==> src/rtl/phase_bank_loader_pkg.sv <==
// Shared constants and types for the transducer phase bank loader.
package phase_bank_loader_pkg;

    localparam int VAL_W = 24;

    localparam logic [7:0] OP_DIVIDE = 8'hFE;
    localparam logic [7:0] OP_COMMIT = 8'hFF;

    localparam logic [VAL_W-1:0] DIV_RESET_DEF = 24'd624;

    typedef enum logic [2:0] {
        ST_IDLE,
        ST_P0,
        ST_P1,
        ST_P2,
        ST_SYNC
    } pbl_state_e;

    typedef struct packed {
        logic             en;
        logic [7:0]       sel;
        logic [VAL_W-1:0] data;
    } shadow_wr_t;

endpackage

==> src/rtl/phase_bank_loader_cmd_deframer.sv <==
// Byte-stream deframer: opcode decode, payload assembly and idle timeout.
module phase_cmd_deframer
    import phase_bank_loader_pkg::*;
#(
    parameter int NCH     = 8,
    parameter int TIMEOUT = 50000
) (
    input  logic       clk,
    input  logic       rst,
    input  logic [7:0] in_data,
    input  logic       in_valid,
    output logic       in_ready,
    input  logic       sync_done,
    output shadow_wr_t wr,
    output logic       commit,
    output logic       err,
    output logic       busy
);

    localparam int CNT_W = $clog2(TIMEOUT + 1);
    localparam logic [CNT_W-1:0] CNT_LAST = CNT_W'(TIMEOUT - 1);
    localparam logic [7:0] NCH_B = 8'(NCH);

    pbl_state_e       state_q, state_d;
    logic [7:0]       op_q, op_d;
    logic [15:0]      hi_q, hi_d;
    logic [CNT_W-1:0] idle_q, idle_d;
    logic             commit_q, commit_d;
    logic             err_q, err_d;
    logic             xfer;

    assign in_ready = (state_q != ST_SYNC);
    assign busy     = (state_q != ST_IDLE);
    assign xfer     = in_valid && in_ready;
    assign commit   = commit_q;
    assign err      = err_q;

    always_comb begin
        state_d  = state_q;
        op_d     = op_q;
        hi_d     = hi_q;
        idle_d   = '0;
        commit_d = 1'b0;
        err_d    = 1'b0;
        wr       = '0;

        case (state_q)
            ST_IDLE: begin
                if (xfer) begin
                    unique case (1'b1)
                        (in_data == OP_COMMIT): begin
                            state_d  = ST_SYNC;
                            commit_d = 1'b1;
                        end
                        (in_data == OP_DIVIDE),
                        (in_data < NCH_B): begin
                            op_d    = in_data;
                            state_d = ST_P0;
                        end
                        default: err_d = 1'b1;
                    endcase
                end
            end
            ST_P0: begin
                if (xfer) begin
                    hi_d[15:8] = in_data;
                    state_d    = ST_P1;
                end
            end
            ST_P1: begin
                if (xfer) begin
                    hi_d[7:0] = in_data;
                    state_d   = ST_P2;
                end
            end
            ST_P2: begin
                if (xfer) begin
                    wr.en   = 1'b1;
                    wr.sel  = op_q;
                    wr.data = {hi_q, in_data};
                    state_d = ST_IDLE;
                end
            end
            ST_SYNC: begin
                if (sync_done) begin
                    state_d = ST_IDLE;
                end
            end
            default: state_d = ST_IDLE;
        endcase

        // A byte arriving on the expiry cycle keeps the packet alive.
        if (state_q inside {ST_P0, ST_P1, ST_P2} && !xfer) begin
            if (idle_q >= CNT_LAST) begin
                state_d = ST_IDLE;
                err_d   = 1'b1;
            end else begin
                idle_d = idle_q + 1'b1;
            end
        end
    end

    always_ff @(posedge clk) begin
        if (rst) begin
            state_q  <= ST_IDLE;
            op_q     <= '0;
            hi_q     <= '0;
            idle_q   <= '0;
            commit_q <= 1'b0;
            err_q    <= 1'b0;
        end else begin
            state_q  <= state_d;
            op_q     <= op_d;
            hi_q     <= hi_d;
            idle_q   <= idle_d;
            commit_q <= commit_d;
            err_q    <= err_d;
        end
    end

endmodule

==> src/rtl/phase_bank_loader.sv <==
// Shadow/active register banks for the channel dividers with atomic commit.
module phase_bank_loader
    import phase_bank_loader_pkg::*;
#(
    parameter int               NCH       = 8,
    parameter int               SYNC_LEN  = 4,
    parameter int               TIMEOUT   = 50000,
    parameter logic [VAL_W-1:0] DIV_RESET = DIV_RESET_DEF
) (
    input  logic                 clk,
    input  logic                 rst,
    input  logic [7:0]           in_data,
    input  logic                 in_valid,
    output logic                 in_ready,
    output logic [NCH*VAL_W-1:0] offset_flat,
    output logic [VAL_W-1:0]     divide,
    output logic                 sync_out,
    output logic                 err,
    output logic                 busy
);

    localparam int SC_W = $clog2(SYNC_LEN + 1);

    logic [NCH-1:0][VAL_W-1:0] sh_off_q, sh_off_d;
    logic [NCH-1:0][VAL_W-1:0] act_off_q, act_off_d;
    logic [VAL_W-1:0]          sh_div_q, sh_div_d;
    logic [VAL_W-1:0]          act_div_q, act_div_d;
    logic [SC_W-1:0]           sync_q, sync_d;
    logic                      rng_err_q, rng_err_d;

    shadow_wr_t wr;
    logic       commit;
    logic       df_err;
    logic       sync_done;

    phase_cmd_deframer #(
        .NCH     (NCH),
        .TIMEOUT (TIMEOUT)
    ) u_deframer (
        .clk       (clk),
        .rst       (rst),
        .in_data   (in_data),
        .in_valid  (in_valid),
        .in_ready  (in_ready),
        .sync_done (sync_done),
        .wr        (wr),
        .commit    (commit),
        .err       (df_err),
        .busy      (busy)
    );

    assign sync_done   = (sync_q == SC_W'(1));
    assign sync_out    = (sync_q != '0);
    assign offset_flat = act_off_q;
    assign divide      = act_div_q;
    assign err         = df_err | rng_err_q;

    always_comb begin
        sh_off_d = sh_off_q;
        sh_div_d = sh_div_q;
        if (wr.en) begin
            if (wr.sel == OP_DIVIDE) begin
                sh_div_d = wr.data;
            end else begin
                for (int k = 0; k < NCH; k++) begin
                    if (wr.sel == 8'(k)) begin
                        sh_off_d[k] = wr.data;
                    end
                end
            end
        end
    end

    // Offsets beyond the new divide would never fire; load them as zero.
    always_comb begin
        act_off_d = act_off_q;
        act_div_d = act_div_q;
        rng_err_d = 1'b0;
        sync_d    = (sync_q != '0) ? sync_q - 1'b1 : '0;
        if (commit) begin
            act_div_d = sh_div_q;
            sync_d    = SC_W'(SYNC_LEN);
            for (int k = 0; k < NCH; k++) begin
                if (sh_off_q[k] > sh_div_q) begin
                    act_off_d[k] = '0;
                    rng_err_d    = 1'b1;
                end else begin
                    act_off_d[k] = sh_off_q[k];
                end
            end
        end
    end

    always_ff @(posedge clk) begin
        if (rst) begin
            sh_off_q  <= '0;
            act_off_q <= '0;
            sh_div_q  <= DIV_RESET;
            act_div_q <= DIV_RESET;
            sync_q    <= '0;
            rng_err_q <= 1'b0;
        end else begin
            sh_off_q  <= sh_off_d;
            act_off_q <= act_off_d;
            sh_div_q  <= sh_div_d;
            act_div_q <= act_div_d;
            sync_q    <= sync_d;
            rng_err_q <= rng_err_d;
        end
    end

endmodule

==> config.mk <==
export PLATFORM = sky130hd
export DESIGN_NAME = phase_bank_loader
export DESIGN_NICKNAME = d
export VERILOG_FILES = /design/src/rtl/phase_bank_loader_pkg.sv /design/src/rtl/phase_bank_loader_cmd_deframer.sv /design/src/rtl/phase_bank_loader.sv
export SDC_FILE = /design/constraint.sdc
export NUM_CORES = 1
export LEC_CHECK = 0
export ABC_AREA = 1
export CAP_MARGIN = 20
export CORE_UTILIZATION = 30
export CTS_CLUSTER_SIZE = 25
export DETAILED_ROUTE_END_ITERATION = 8
export SLEW_MARGIN = 20
export SYNTH_ARGS = -nofsm -noshare
export SYNTH_HDL_FRONTEND = slang
export SYNTH_SLANG_ARGS = --single-unit
export TNS_END_PERCENT = 50
==> constraint.sdc <==
create_clock -name clk -period 4 [get_ports clk]
set_input_delay 1.2 -clock clk [delete_from_list [all_inputs] [get_ports clk]]
set_output_delay 1.2 -clock clk [all_outputs]
set_load 0.01 [all_outputs]
## Word-level counts from Yosys, hierarchy flattened

Cells that the tools add are included.

- $add $sub $neg: 2
- Magnitude comparators: 10
- Equal/unequal tests: 16
- Multiplexer cells: 35
- Bitwise logic cells: 7
- Reductions and logical operators: 26

Operators with widths:

| kind | number |
|---|---|
| $gt A24 B24 Y1 | 8 |
| $mux W24 | 8 |
| $mux W33 | 2 |
| $eq A8 B3 Y1 const B | 4 |
| $mux W3 | 9 |
| $reduce_and A3 Y1 | 9 |
| $eq A8 B8 Y1 const B | 3 |
| $add A16 B1 Y16 const B | 1 |
| $eq A8 B2 Y1 const B | 2 |
| $ge A16 B16 Y1 const B | 1 |
| $pmux W3 S5 | 1 |
| $mux W1 | 14 |
| $reduce_or A3 Y1 | 4 |
| $reduce_bool A3 Y1 | 3 |
| $eq A8 B1 Y1 const B | 1 |
| $logic_not A8 Y1 | 1 |
| $lt A8 B4 Y1 const B | 1 |
| $eq A3 B1 Y1 const B | 2 |
| $eq A3 B2 Y1 const B | 2 |
| $not A1 Y1 | 6 |
| $pmux W3 S2 | 1 |
| $reduce_and A2 Y1 | 3 |
| $reduce_or A2 Y1 | 2 |
| $eq A3 B3 Y1 const B | 1 |
| 6 further kinds | 7 |

- Register bits after elaboration: 481
- Input bits: 11
- Output and inout bits: 220
- Word-level logic and storage cells: 124

## Depth between registers and ports, before layout

Gate-level depths: netlist of run 1.

- Depth in word-level cells: 9
- Mapped depth: 15
- Depth with buffers taken out: 15

## By module

A second synthesis of run 1 with hierarchy kept.

- Cells, all modules: 2743
- Area total of the unflattened synthesis: 21644.5 µm²

By module, submodules not included:

| module | instances | cells each | area an instance (µm²) | sequential area each (µm²) |
|---|---|---|---|---|
| phase_bank_loader | 1 | 2418 | 19409.9 | 8728.4 |
| phase_cmd_deframer | 1 | 325 | 2234.6 | 900.9 |

## Least setup slack after synthesis of run 1

Ideal clock, no wire load.

- Path kind: input port to flip-flop
- Start: input in_data[0]
- End: register u_deframer.op_q[3]
- Library setup time: 0.139 ns
- Arrival time: 2.219 ns
- Required time: 3.861 ns
- Setup slack: 1.643 ns
- Cell stages on the path: 6
- Path buffers: 0
- Path through: inv_1 > nand2_1 > o32ai_1 > nand2_1 > o21ai_0 > a21oi_1

- Word-level cells in the longest chain between the ends: 3
- Elaborated cells between the ends (all ways): 4
- Classes of those cells: 1 x order compare; 1 x eq/ne; 2 x reduce/logical

RTL lines:

| item | RTL line | RTL |
|---|---|---|
| start, declared | phase_bank_loader.sv:12 | `input logic [7:0] in_data,` |
| $lt A8 B4 Y1 / $eq A8 B8 Y1 (equally long branches) | phase_bank_loader_cmd_deframer.sv:56, phase_bank_loader_cmd_deframer.sv:55 |  |
| $reduce_or A2 Y1 (*) | - |  |
| $reduce_and A3 Y1 (no source line) (*) | - |  |
| end signal, assigned | phase_bank_loader_cmd_deframer.sv:113 | `op_q <= op_d;` |
| end, declared | phase_bank_loader_cmd_deframer.sv:25 | `logic [7:0] op_q, op_d;` |

Every way passes the cells marked *; elsewhere a longest branch is shown, timed or not.
A chain may end at the register's enable or synchronous reset.

## Worst setup path after layout of run 1

- Start: register u_deframer.state_q[0]
- End: output in_ready

- Word-level cells in the longest chain between the ends: 1

RTL lines:

| item | RTL line | RTL |
|---|---|---|
| start, declared | phase_bank_loader_cmd_deframer.sv:24 | `pbl_state_e state_q, state_d;` |
| start signal, assigned | phase_bank_loader_cmd_deframer.sv:112 | `state_q <= state_d;` |
| $ne A3 B3 Y1 | phase_bank_loader_cmd_deframer.sv:32 | `assign in_ready = (state_q != ST_SYNC);` |
| end, declared | phase_bank_loader.sv:14 | `output logic in_ready,` |

No other way between the ends.

==> results of run 1 <==
-- per-layer routing --
layer,GRT usage [%],up-vias
met4,5.428,0
met5,0,-
met1,27.82,8877
met3,3.876,104
met2,30.77,618
li1,-,9550
-- metrics by stage --
stage | hold WS [ps] | setup WS (ps)
after floorplan | 417.3 | 1643
after global placement | 431.1 | 685.3
after detailed placement | 442.2 | 622.7
after CTS | 451.1 | 763.3
after global routing | 468.3 | 620.2
final | 451.4 | 770.8
-- worst max-delay path: cells and delay by family, from the launching register on --
family                 cells  cell delay (ps)
buffers and inverters      3              630
and+or+nand+nor            2              450
DFF                        1              330
-- cells in the final DEF (no fill, tap or decap), types with 14 or more instances in the layout --
cell type / n
o21ai_0: 151
nand4_1: 17
inv_1: 169
a21oi_1: 470
buf_4: 37
clkbuf_16: 57
nand2_1: 444
nor2_1: 171
a211oi_2: 32
a211oi_1: 27
clkdlybuf4s50_1: 229
ha_1: 196
clkbuf_8: 14
dfxtp_1: 480
nand3_1: 228
o21ai_1: 60
-- sequential cells by signal, summed over array words and instances, names as in the netlist, 3 cells and up --
name / count
sh_div_q: 24
u_deframer.op_q: 8
u_deframer.idle_q: 16
offset_flat: 192
u_deframer.state_q: 3
u_deframer.hi_q: 16
sh_off_q: 192
sync_q: 3
divide: 24
-- cell type report --
| type | instances | share of cell area [%] |
|---|---|---|
| clock inverters | 19 | 0.7860 |
| repair buffers | 272 | 10.10 |
| multi-input cells | 1871 | 39.80 |
| clock buffers | 78 | 6.152 |
| inverters | 175 | 2.499 |
| well taps | 940 | 4.424 |
| diodes | 1 | 0.009414 |
| flip-flops and latches | 481 | 36.24 |
-- cells by family (layout without fill, tap and decap cells) --
family                     Yosys count  count (layout)  synth area share, %
AOI/OAI and AO/OA                  769             769                19.61
xor gates and xnor gates             9               9               0.3654
adders and majority gates          196             196                11.37
buffers and inverters              340             544                6.484
DFF                                481             481                44.64
other                                0               1                    0
and+or+nand+nor                    897             897                17.54
-- final timing paths --
path | depth (start not counted) | to
min | 1 | sync_q[0]
max reg2reg | 11 | offset_flat[169]
min reg2reg | 1 | sync_q[0]
max | 5 | in_ready
-- where the power goes --
| part | leakage (nW) | switching (mW) | internal (mW) | total (mW) |
|---|---|---|---|---|
| logic | 5.50 | 0.148 | 0.0702 | 0.218 |
| clock network | 0.906 | 2.09 | 3.08 | 5.17 |
| registers | 3.87 | 0.00817 | 4.81 | 4.81 |
| total | 10.3 | 2.24 | 7.96 | 10.2 |
==> run summary, run 1 <==
The flow ran to the end, and the final reports show no timing, DRC or antenna violations. STA classifies the critical path startpoint as a register. The cell area after layout is between 20,000 and 30,000 µm². The clock-pin transition on the worst setup and hold timing paths is ~60 ps.

The total half-perimeter wirelength after legalization and detailed placement came out at about 50,000 µm. The number of enable flip-flop cells after synthesis is 0. After technology mapping, the gate count stands at approximately 2,700. The highest cell delay on the worst timing path came out at 480 ps. Routability-driven placement finished with a final weighted congestion of around 0.85. The initial standard-cell utilization of the core is 30.54%. Summed over all layers, the global routing overflow is 0. The first global-routing pass estimated 111,100 µm of wire. Entering global routing, the biggest net connects between 150 and 200 pins. For this run, the total global-route usage over all layers was measured as between 10% and 20%. The number of antenna violations at the first check in global routing was 0. At the end of the flow, the number of nets in the layout was just over 3,000. The number of distinct library cells after synthesis is 39.

The average wire per standard cell came out at 19.35 µm. The overall die area came out at 72,990 µm². Setup violations remaining at the end of the flow were counted as 0.

After clock tree synthesis, the setup repair step added 0 buffers. The count of endpoints failing hold in the final timing report came to 0. The number of cells upsized or downsized after cts is 0. The post-route netlist has approximately 6.5% of its cells at a drive strength greater than 1. The area occupied by multi-input gates came out at 10,580 µm².

The slowest stage of the critical path is the clkdlybuf4s50_1 cell. The tree is rooted in a clkbuf_16. The detailed router finished its first iteration with about 1,600 violations. Once detail routing completed, the nets flagged for antenna violations numbered 0. The floorplan has a little under 100 rows. The post-synthesis average cell area came out at 8.014 µm². The analysis attributes to cell leakage a power of 10.28 nW.

The wire length on met3 came out at ~5400 µm. The x dimension of the die came out at about 270 µm. The count of fill cells added during filler insertion came out at roughly 7,300. The wire length on met1 came out at roughly 35,000 µm.

The most common cell in the synthesized netlist is dfxtp_1. The worst-margin pin slew came out at 879.7 ps. The path type of the worst setup path is register to output port. The maximum clock path buffer count came out at 3. The number of top-level design ports is around 230. The power density over the cells is between 300 and 400 nW/µm². The final standard cell count with taps included and fillers excluded is between 3,000 and 4,000. The share of the core filled with cells is 37.63%.

STA classifies the critical path endpoint as an output port. Wire segments on met2 add up to about 32,000 µm in the final route. The arrival time reported for the critical path endpoint came out at between 2000 and 2500 ps. The sum of routed wire length over all layers came out at around 74,000 µm. The highest fanout seen on the critical path is 3. The pre-antenna-repair detailed-routing pass consisted of 5 iterations.

The worst hold path begins at sync_q[0]. The post-route fraction of the period consumed by the critical path came out at between 80% and 90%. The number of placed instances with taps included came out at about 3,700.

The share of synthesized registers carrying an async set or reset came out at 0%. In the post-synthesis netlist, the biggest area contributors are dfxtp_1, ha_1, a21oi_1. The number of remaining DRC errors is 0. The largest vdd supply drop is around 0.25 mV. The data required time at the worst endpoint came out at around 2800 ps. Counting the buffers created by CTS gives 54. The mean number of vias per cell is between 4 and 5.

Summing all flip-flop and latch instances after layout gives a little under 10,000 µm². In this run the register-to-register setup slack is approximately 950 ps. The total placed instance area is between 20,000 and 25,000 µm². Synthesis produced a netlist with a net count of between 2,000 and 3,000.

Synthesis inferred around 480 register bits. The accumulated negative setup slack is 0 ps. The count of hold-fix buffers inserted at cts is 0. The number of buffer cells added on primary ports came out at 230. The core region is between 70,000 and 80,000 µm².

The total standard cell area after synthesis came out at about 22,000 µm². The number of clock sinks seen by CTS is roughly 480. The reg-to-reg startpoint is sh_div_q[5].

Yosys printed 0 warnings. The minimum clock period came out at 3229 ps. The number of global-route vias before repair is 17,600. The worst hold path belongs to the class register to register.

TritonCTS built the clock tree. At the later pin of the worst-skew pair, clock insertion delay measures between 600 and 700 ps. The relative area change from synthesis to final layout is 23.22%. The highest layer touched by signal routing is met4.

The vertical die dimension came out at 270.2 µm. The critical path launch point is u_deframer.state_q[0]. Setup repair after global routing left no endpoint under its margin. By count the netlist is led by dfxtp_1, a21oi_1, nand2_1. The overall power came out at roughly 10 mW.

The setup skew after layout is around 18 ps. Across the run, the number of max-cap violations was 0. The detailed router placed roughly 19,000 vias in this run.

Static timing analysis puts the maximum clock frequency at around 0.31 GHz. The most used flip-flop cell after synthesis is dfxtp_1. The part of the Yosys area used for sequential elements came out at approximately 45%. The signal on the critical path passes through nor2_1 > inv_1 > nor2_1 > inv_1 > clkdlybuf4s50_1. Measured against its own limit, the worst slew margin works out to 41.29%. The H-tree was split into 2 levels. dfxtp_1 takes more of the synthesized area than any other cell. The fraction of post-synthesis cell area in the top cell type by area is 44.64%. The number of slew-limit violations in the final report is 0.
Note: power is estimated with default switching activity, not from simulation.
==> run 2: changes to the inputs <==
- clock period: 4 -> 3.3 ns (I/O delays scaled with it)
==> run summary, run 2 (same netlist as run 1, synthesis figures left out) <==
The worst setup path is launched from a register. The part of the total power dissipated in the clock network was 49.0% (-1.7 points). The number of top-level design ports is 231 (unchanged). The total global-route track usage was 19.98% (+0.13 points). The via total after detailed routing was 19,170 (+0.099%). In this run the worst hold path is classified as register to register.

The worst-margin pin slew is 981.8 ps (+102.2 ps). The number of antenna violations at the first check in global routing is 0 (unchanged). The arrival time reported for the critical path endpoint was 1980 ps (-50 ps).

The vertical die dimension came out at 270.2 µm (unchanged). The maximum clock path buffer count is 3 (unchanged). The standard cell core area came out at 70,640 µm² (unchanged). The worst hold margin is 448.2 ps (-3.214 ps). The post-route fraction of the period consumed by the critical path came out at 90.03%. The initial standard-cell utilization of the core came to 30.54% (unchanged). The total grt overflow is 0 (unchanged). The share of final-layout standard cells stronger than drive strength 1 came to 7.972% (+1.5 points). The number of slew-limit violations in the final report came out at 0 (unchanged). The total inserted antenna cells came out at 0 (-1). The highest fanout seen on the critical path came out at 3 (unchanged). The number of H-tree branching levels is 2 (unchanged). The internal power was 9.308 mW (+17%). Traced cell by cell, the critical path runs through nor2_1 > inv_1 > nor2_1 > inv_1 > clkdlybuf4s50_1.

The sum of routed wire length over all layers is 75,040 µm (+1.1%). The sequential fraction of design power is 48.7% (+1.5 points). The weighted congestion reported at the end of routability-driven placement is 0.8881 (+4.6%). The mean number of vias per cell is 4.930 (-1.2%).

The first-pass GRT wire length is 111,000 µm (about the same). TritonCTS built the clock tree. The total setup buffers inserted after CTS was 0 (unchanged). The number of remaining DRC errors is 0 (unchanged). The fraction of power consumed by combinational cells is 2.3% (+0.2 points).

The most frequent standard cell in the layout excluding fill and tap cells is dfxtp_1. The leakage power total came out at 10.50 nW (+2.2%). The net switching fraction of the power came out at 22.28% (+0.29 points). The number of buffers created by CTS is 53 (-1.9%). The total half-perimeter wirelength after legalization and detailed placement came out at 53,600 µm (+6.7%). The x dimension of the die is 270.2 µm (unchanged). The overall die area came out at 72,990 µm² (unchanged).

The clock latency at the later pin of the worst-skew pair is 610 ps (about the same). The power density over the cells is 442.7 nW/µm² (+15%). The initial DRC count came out at 1,673 (+4.1%). The setup skew after layout is 12.55 ps (-5.118 ps).

The largest vdd supply drop came out at 0.3368 mV (+37%). The top cell types in the final layout, fill and taps aside, are dfxtp_1, a21oi_1, nand2_1, clkdlybuf4s50_1, nand3_1. The relative area change from synthesis to final layout is 25.39%. The final-stage net count was 3,119 (+1.9%).

The accumulated negative setup slack came out at 0 ps (unchanged). The run finished with clean final reports. The relative max-transition margin came out at 34.54% (-6.7 points). The worst setup slack after placement is 334.4 ps (-288.2 ps). The maximum number of pins on one net before global-route repair is 152 (unchanged). The highest clock frequency the design can meet is roughly 0.34 GHz. The switching power came out at 2.668 mW (+19%). The worst setup path is of the register to output port kind. The clock-pin transition on the worst setup and hold timing paths is 60 ps (about the same). The average wire per standard cell is 19.30 µm (-0.27%). The data required time at the worst endpoint came out at 2310 ps (-490 ps). The highest cell delay on the worst timing path came out at 490 ps (about the same). The max-capacitance violation count is 0 (unchanged). The floorplan row count came out at 97 (unchanged). The iteration count of the initial detailed-routing pass came to 5 (unchanged). The number of nets still failing antenna checks after routing came out at 0 (unchanged). Setup repair after global routing left no endpoint under its margin. The library cell contributing the largest single delay on the critical path is clkdlybuf4s50_1. The number of setup violations in the final report is 0 (unchanged).

The number of clock sinks seen by CTS came out at 481 (unchanged). The number of global-route vias before repair is 17,460 (-0.79%). The number of cells upsized or downsized after cts was 0 (unchanged).

The tree is rooted in a clkbuf_16. The worst setup path is captured at an output port. The worst path needs around 3000 ps of the cycle, external delays included. The count of endpoints failing hold in the final timing report is 0 (unchanged). The count of hold-fix buffers inserted at cts is 0 (unchanged). The final critical-path setup slack came out at 329.0 ps (-441.7 ps). The number of buffer cells added on primary ports came out at 230 (unchanged).
-- run 2: area by class of cell --
class,count,area (µm²)
inverter,175,664.4
tap,940,1176
clock inverter,16,168.9
multi-input combinational,1871,10580
clock buffer,75,1509
timing repair buffer,330,3319
fill,7315,43590
sequential,481,9633
-- run 2: critical path: cells and delay by family, from the launching register on --
| family | cells | cell delay [ps] |
|---|---|---|
| AND/OR/NAND/NOR | 2 | 390 |
| buffers and inverters | 3 | 640 |
| flip-flops | 1 | 340 |
-- run 2: final timing paths --
check	cells after the start	from	end	slack, ps
min	1	sync_q[0]	sync_q[0]	450
max reg2reg	11	sh_div_q[17]	rng_err_q	580
min reg2reg	1	sync_q[0]	sync_q[0]	450
max	5	u_deframer.state_q[0]	in_ready	330
-- run 2: per-layer routing --
layer | vias to the layer above | global-route usage (%) | part of all wire [%]
met4 | 0 | 6.145 | 2.7
met1 | 8797 | 28.31 | 47
met5 | - | 0 | 0
li1 | 9644 | - | -
met2 | 620 | 30.76 | 44
met3 | 107 | 3.298 | 6.8
-- run 2: per-stage QoR --
stage / std cells / power, mW / utilization, % / area, µm²
final: 3888 / 11.98 / 38.29 / 27050
after global routing: 3888 / 12.33 / 38.29 / 27050
after CTS: 3888 / 12.10 / 38.29 / 27050
after detailed placement: 3797 / 6.233 / 35.92 / 25370
after global placement: 3797 / 6.231 / 35.92 / 25370
after floorplan: 2692 / 6.129 / - / 21570
-- run 2: power groups by stage --
stage                     combinational (mW)  sequential, mW  clock [mW]
after detailed placement               0.269            5.96           0
after global routing                   0.295            5.83        6.20
after global placement                 0.268            5.96           0
after CTS                              0.270            5.83        5.99
final                                  0.270            5.83        5.87
after floorplan                        0.167            5.96           0
==> run 3: changes to the inputs <==
- SKIP_CTS_REPAIR_TIMING: default -> 1
- SYNTH_HIERARCHICAL: default -> 1
==> run summary, run 3 <==
The run finished with clean final reports. The post-synthesis compound-gate area fraction is 19.27% (-0.34 points). The maximum clock path buffer count is 3 (unchanged).

The x dimension of the die came out at 270.6 µm (+0.16%). The share of final-layout standard cells stronger than drive strength 1 came out at 6.758% (-1.2 points). The number of top-level design ports is 231 (unchanged). The standard cell core area is 71,490 µm² (+1.2%).

The sum of routed wire length over all layers came out at 74,810 µm (-0.30%). The overall power came to 11.89 mW (-0.71%). The most used flip-flop cell after synthesis is dfxtp_1.

The leakage power total is 10.49 nW (about the same). The total standard cell area after synthesis came out at 21,640 µm² (+0.33%). The number of H-tree branching levels is 2 (unchanged). The largest vdd supply drop came to 0.4470 mV (+33%). The total grt overflow is 0 (unchanged). The highest cell delay on the worst timing path is 580 ps (+90 ps). The number of placed instances with taps included was 3,847 (+1.3%). The final-stage net count is 3,159 (+1.3%). The part of the Yosys area used for sequential elements came out at 44.49% (-0.15 points). The data required time at the worst endpoint came out at 2310 ps (about the same). The clock-pin transition on the worst setup and hold timing paths is 60 ps (about the same). The number of nets still failing antenna checks after routing came to 0 (unchanged). The relative max-transition margin is 33.19% (-1.4 points). The mux cell area share after synthesis was 0% (unchanged). The mean number of vias per cell came out at 4.932 (about the same). The vertical die dimension came to 270.6 µm (+0.16%). The gate count of the mapped netlist is 2,743 (+1.9%).

The count of endpoints failing hold in the final timing report is 0 (unchanged). The floorplan row count is 98 (+1.0%). The path type of the worst setup path is register to output port.

The final standard cell count with taps included and fillers excluded came out at 3,940 (+1.3%). The post-route fraction of the period consumed by the critical path came to 88.00% (-2.0 points). The cell sitting at the root of the clock tree is a clkbuf_16. The worst-margin pin slew is 1002 ps (+20.26 ps). The post-synthesis register bit count is 481 (unchanged). Setup repair after global routing left no endpoint under its margin. The max-capacitance violation count was 0 (unchanged). By count the netlist is led by a21oi_1, dfxtp_1, nand2_1.

The number of buffer cells added on primary ports came out at 230 (unchanged). TritonCTS built the clock tree. The initial DRC count was 1,473 (-12%). The iteration count of the initial detailed-routing pass is 5 (unchanged). The part of the total power dissipated in the clock network came to 48.6% (-0.4 points). The sequential fraction of design power is 49.1% (+0.4 points). The synthesized design spends more area on one cell type than any other, namely dfxtp_1. Yosys instantiated no cell more often than a21oi_1. The kind of cell with the highest combined delay along the critical path is buffers and inverters. The number of clock sinks seen by CTS is 481 (unchanged).

The average wire per standard cell came out at 18.99 µm (-1.6%). The share of synthesized registers carrying an async set or reset was 0% (unchanged). The largest family of logic cells by synthesized area is compound AO/OA/AOI/OAI gates. The setup skew after layout is 33.63 ps (+21.08 ps). The count of warnings emitted by yosys is 6 (+6). The number of enable flip-flop cells after synthesis is 0 (unchanged).

The number of global-route vias before repair came out at 18,040 (+3.3%). The category of the worst setup path capture point is an output port. The arrival time reported for the critical path endpoint came out at 1910 ps (-70 ps). The via total after detailed routing came to 19,430 (+1.4%). The number of antenna violations at the first check in global routing was 3 (+3).

The total global-route track usage came out at 20.00% (about the same). The weighted congestion reported at the end of routability-driven placement is 0.8418 (-5.2%). The maximum number of pins on one net before global-route repair is 233 (+53%).

The xor-xnor portion of the synthesized cell area came out at 0.4046% (+0.039 points). Walking the worst path, the cells encountered are inv_1 > ha_1 > nand2_1 > clkdlybuf4s50_1. STA classifies the critical path startpoint as a register.

The total half-perimeter wirelength after legalization and detailed placement is 51,710 µm (-3.5%). The initial standard-cell utilization of the core came out at 30.28% (-0.26 points). The number of slew-limit violations in the final report is 0 (unchanged). The minimum clock period is 2904 ps (-66.92 ps). The highest fanout seen on the critical path was 3 (unchanged). The slowest stage of the critical path is the clkdlybuf4s50_1 cell.

The total nets after synthesis came to 2,950 (+1.8%). The first-pass GRT wire length is 111,900 µm (+0.80%). The post-synthesis adder-cell area fraction came to 11.33% (-0.037 points).

The post-synthesis average cell area is 7.891 µm² (-1.5%). The number of setup violations in the final report is 0 (unchanged). The internal power was 9.215 mW (-1.0%). The most frequent standard cell in the layout excluding fill and tap cells is a21oi_1. By area the synthesized netlist is led by dfxtp_1, a21oi_1, ha_1. The clock latency at the later pin of the worst-skew pair was 620 ps (about the same). The net switching fraction of the power is 22.51% (+0.23 points). The number of buffer and inverter instances along the worst setup path is 2 (-1).

The path category of the worst min-delay check is register to register. The basic-gate share of the synthesized area counting and, or, nand and nor cells came to 17.58% (+0.046 points). The switching power came out at 2.676 mW (+0.30%).

The highest clock frequency the design can meet was 0.3443 GHz (+2.3%). The number of buffers created by CTS came out at 53 (unchanged). The number of remaining DRC errors is 0 (unchanged).

The power density over the cells is 441.2 nW/µm² (-0.36%). The fraction of post-synthesis cell area in the top cell type by area came to 44.49% (-0.15 points). The fraction of power consumed by combinational cells was 2.3% (about the same). The overall die area came out at 73,230 µm² (+0.33%). The relative area change from synthesis to final layout came out at 24.53%. Leaving out fill and tap cells, the most frequent cells in the layout are a21oi_1, dfxtp_1, nand2_1, o21ai_0, clkdlybuf4s50_1. The number of distinct library cells after synthesis came to 33 (-15%).
==> run 3: final timing paths <==
path                              startpoint  slack [ps]               to  cells after the start
worst max register to register  sh_div_q[18]         560  offset_flat[39]                     10
worst min register to register     sync_q[0]         450        sync_q[0]                      1
worst min-delay path               sync_q[0]         450        sync_q[0]                      1
worst max-delay path               sync_q[0]         400         sync_out                      4
==> run 3: layout make-up <==
type,count,area [µm²]
clock inverter,18,177.7
antenna,1,2.502
timing repair buffer,320,3229
sequential,481,9633
clock buffer,74,1485
multi-input combinational,1912,10540
fill,7354,44530
tap,950,1189
inverter,184,698.2
==> run 3: metrics by stage <==
stage	worst slack, ps	utilization [%]	hold WS (ps)	setup TNS (ps)	area, µm²
after detailed placement	-43.39	35.37	438.2	-460.2	25290
after global routing	287.8	37.70	465.5	0	26950
after floorplan	689.4	-	417.3	0	21640
after CTS	349.1	37.70	450.8	0	26950
final	396.0	37.70	445.9	0	26950
after global placement	-23.03	35.37	434.0	-142.6	25290
==> run 3: metal layers <==
| metal | part of all wire, % | global-route usage (%) | up-vias |
|---|---|---|---|
| met2 | 43 | 30.86 | 551 |
| met5 | 0.043 | 0 | - |
| met3 | 7.1 | 4.597 | 121 |
| met1 | 46 | 27.34 | 8987 |
| li1 | - | - | 9770 |
| met4 | 3.3 | 6.482 | 4 |
==> run 3: power groups by stage <==
stage	Sequential (mW)	Combinational, mW	Clock [mW]
after floorplan	5.96	0.168	0
after global placement	5.96	0.276	0
after detailed placement	5.97	0.276	0
after CTS	5.84	0.278	5.90
after global routing	5.83	0.311	6.14
final	5.84	0.276	5.78
==> run 3: cells by family (layout without fill, tap and decap cells) <==
logic type	after synthesis	count (layout)
other	0	1
DFF	481	481
xor gates and xnor gates	10	10
buffers and inverters	350	596
and+or+nand+nor	888	888
AOI/OAI and AO/OA	818	818
adders and majority gates	196	196
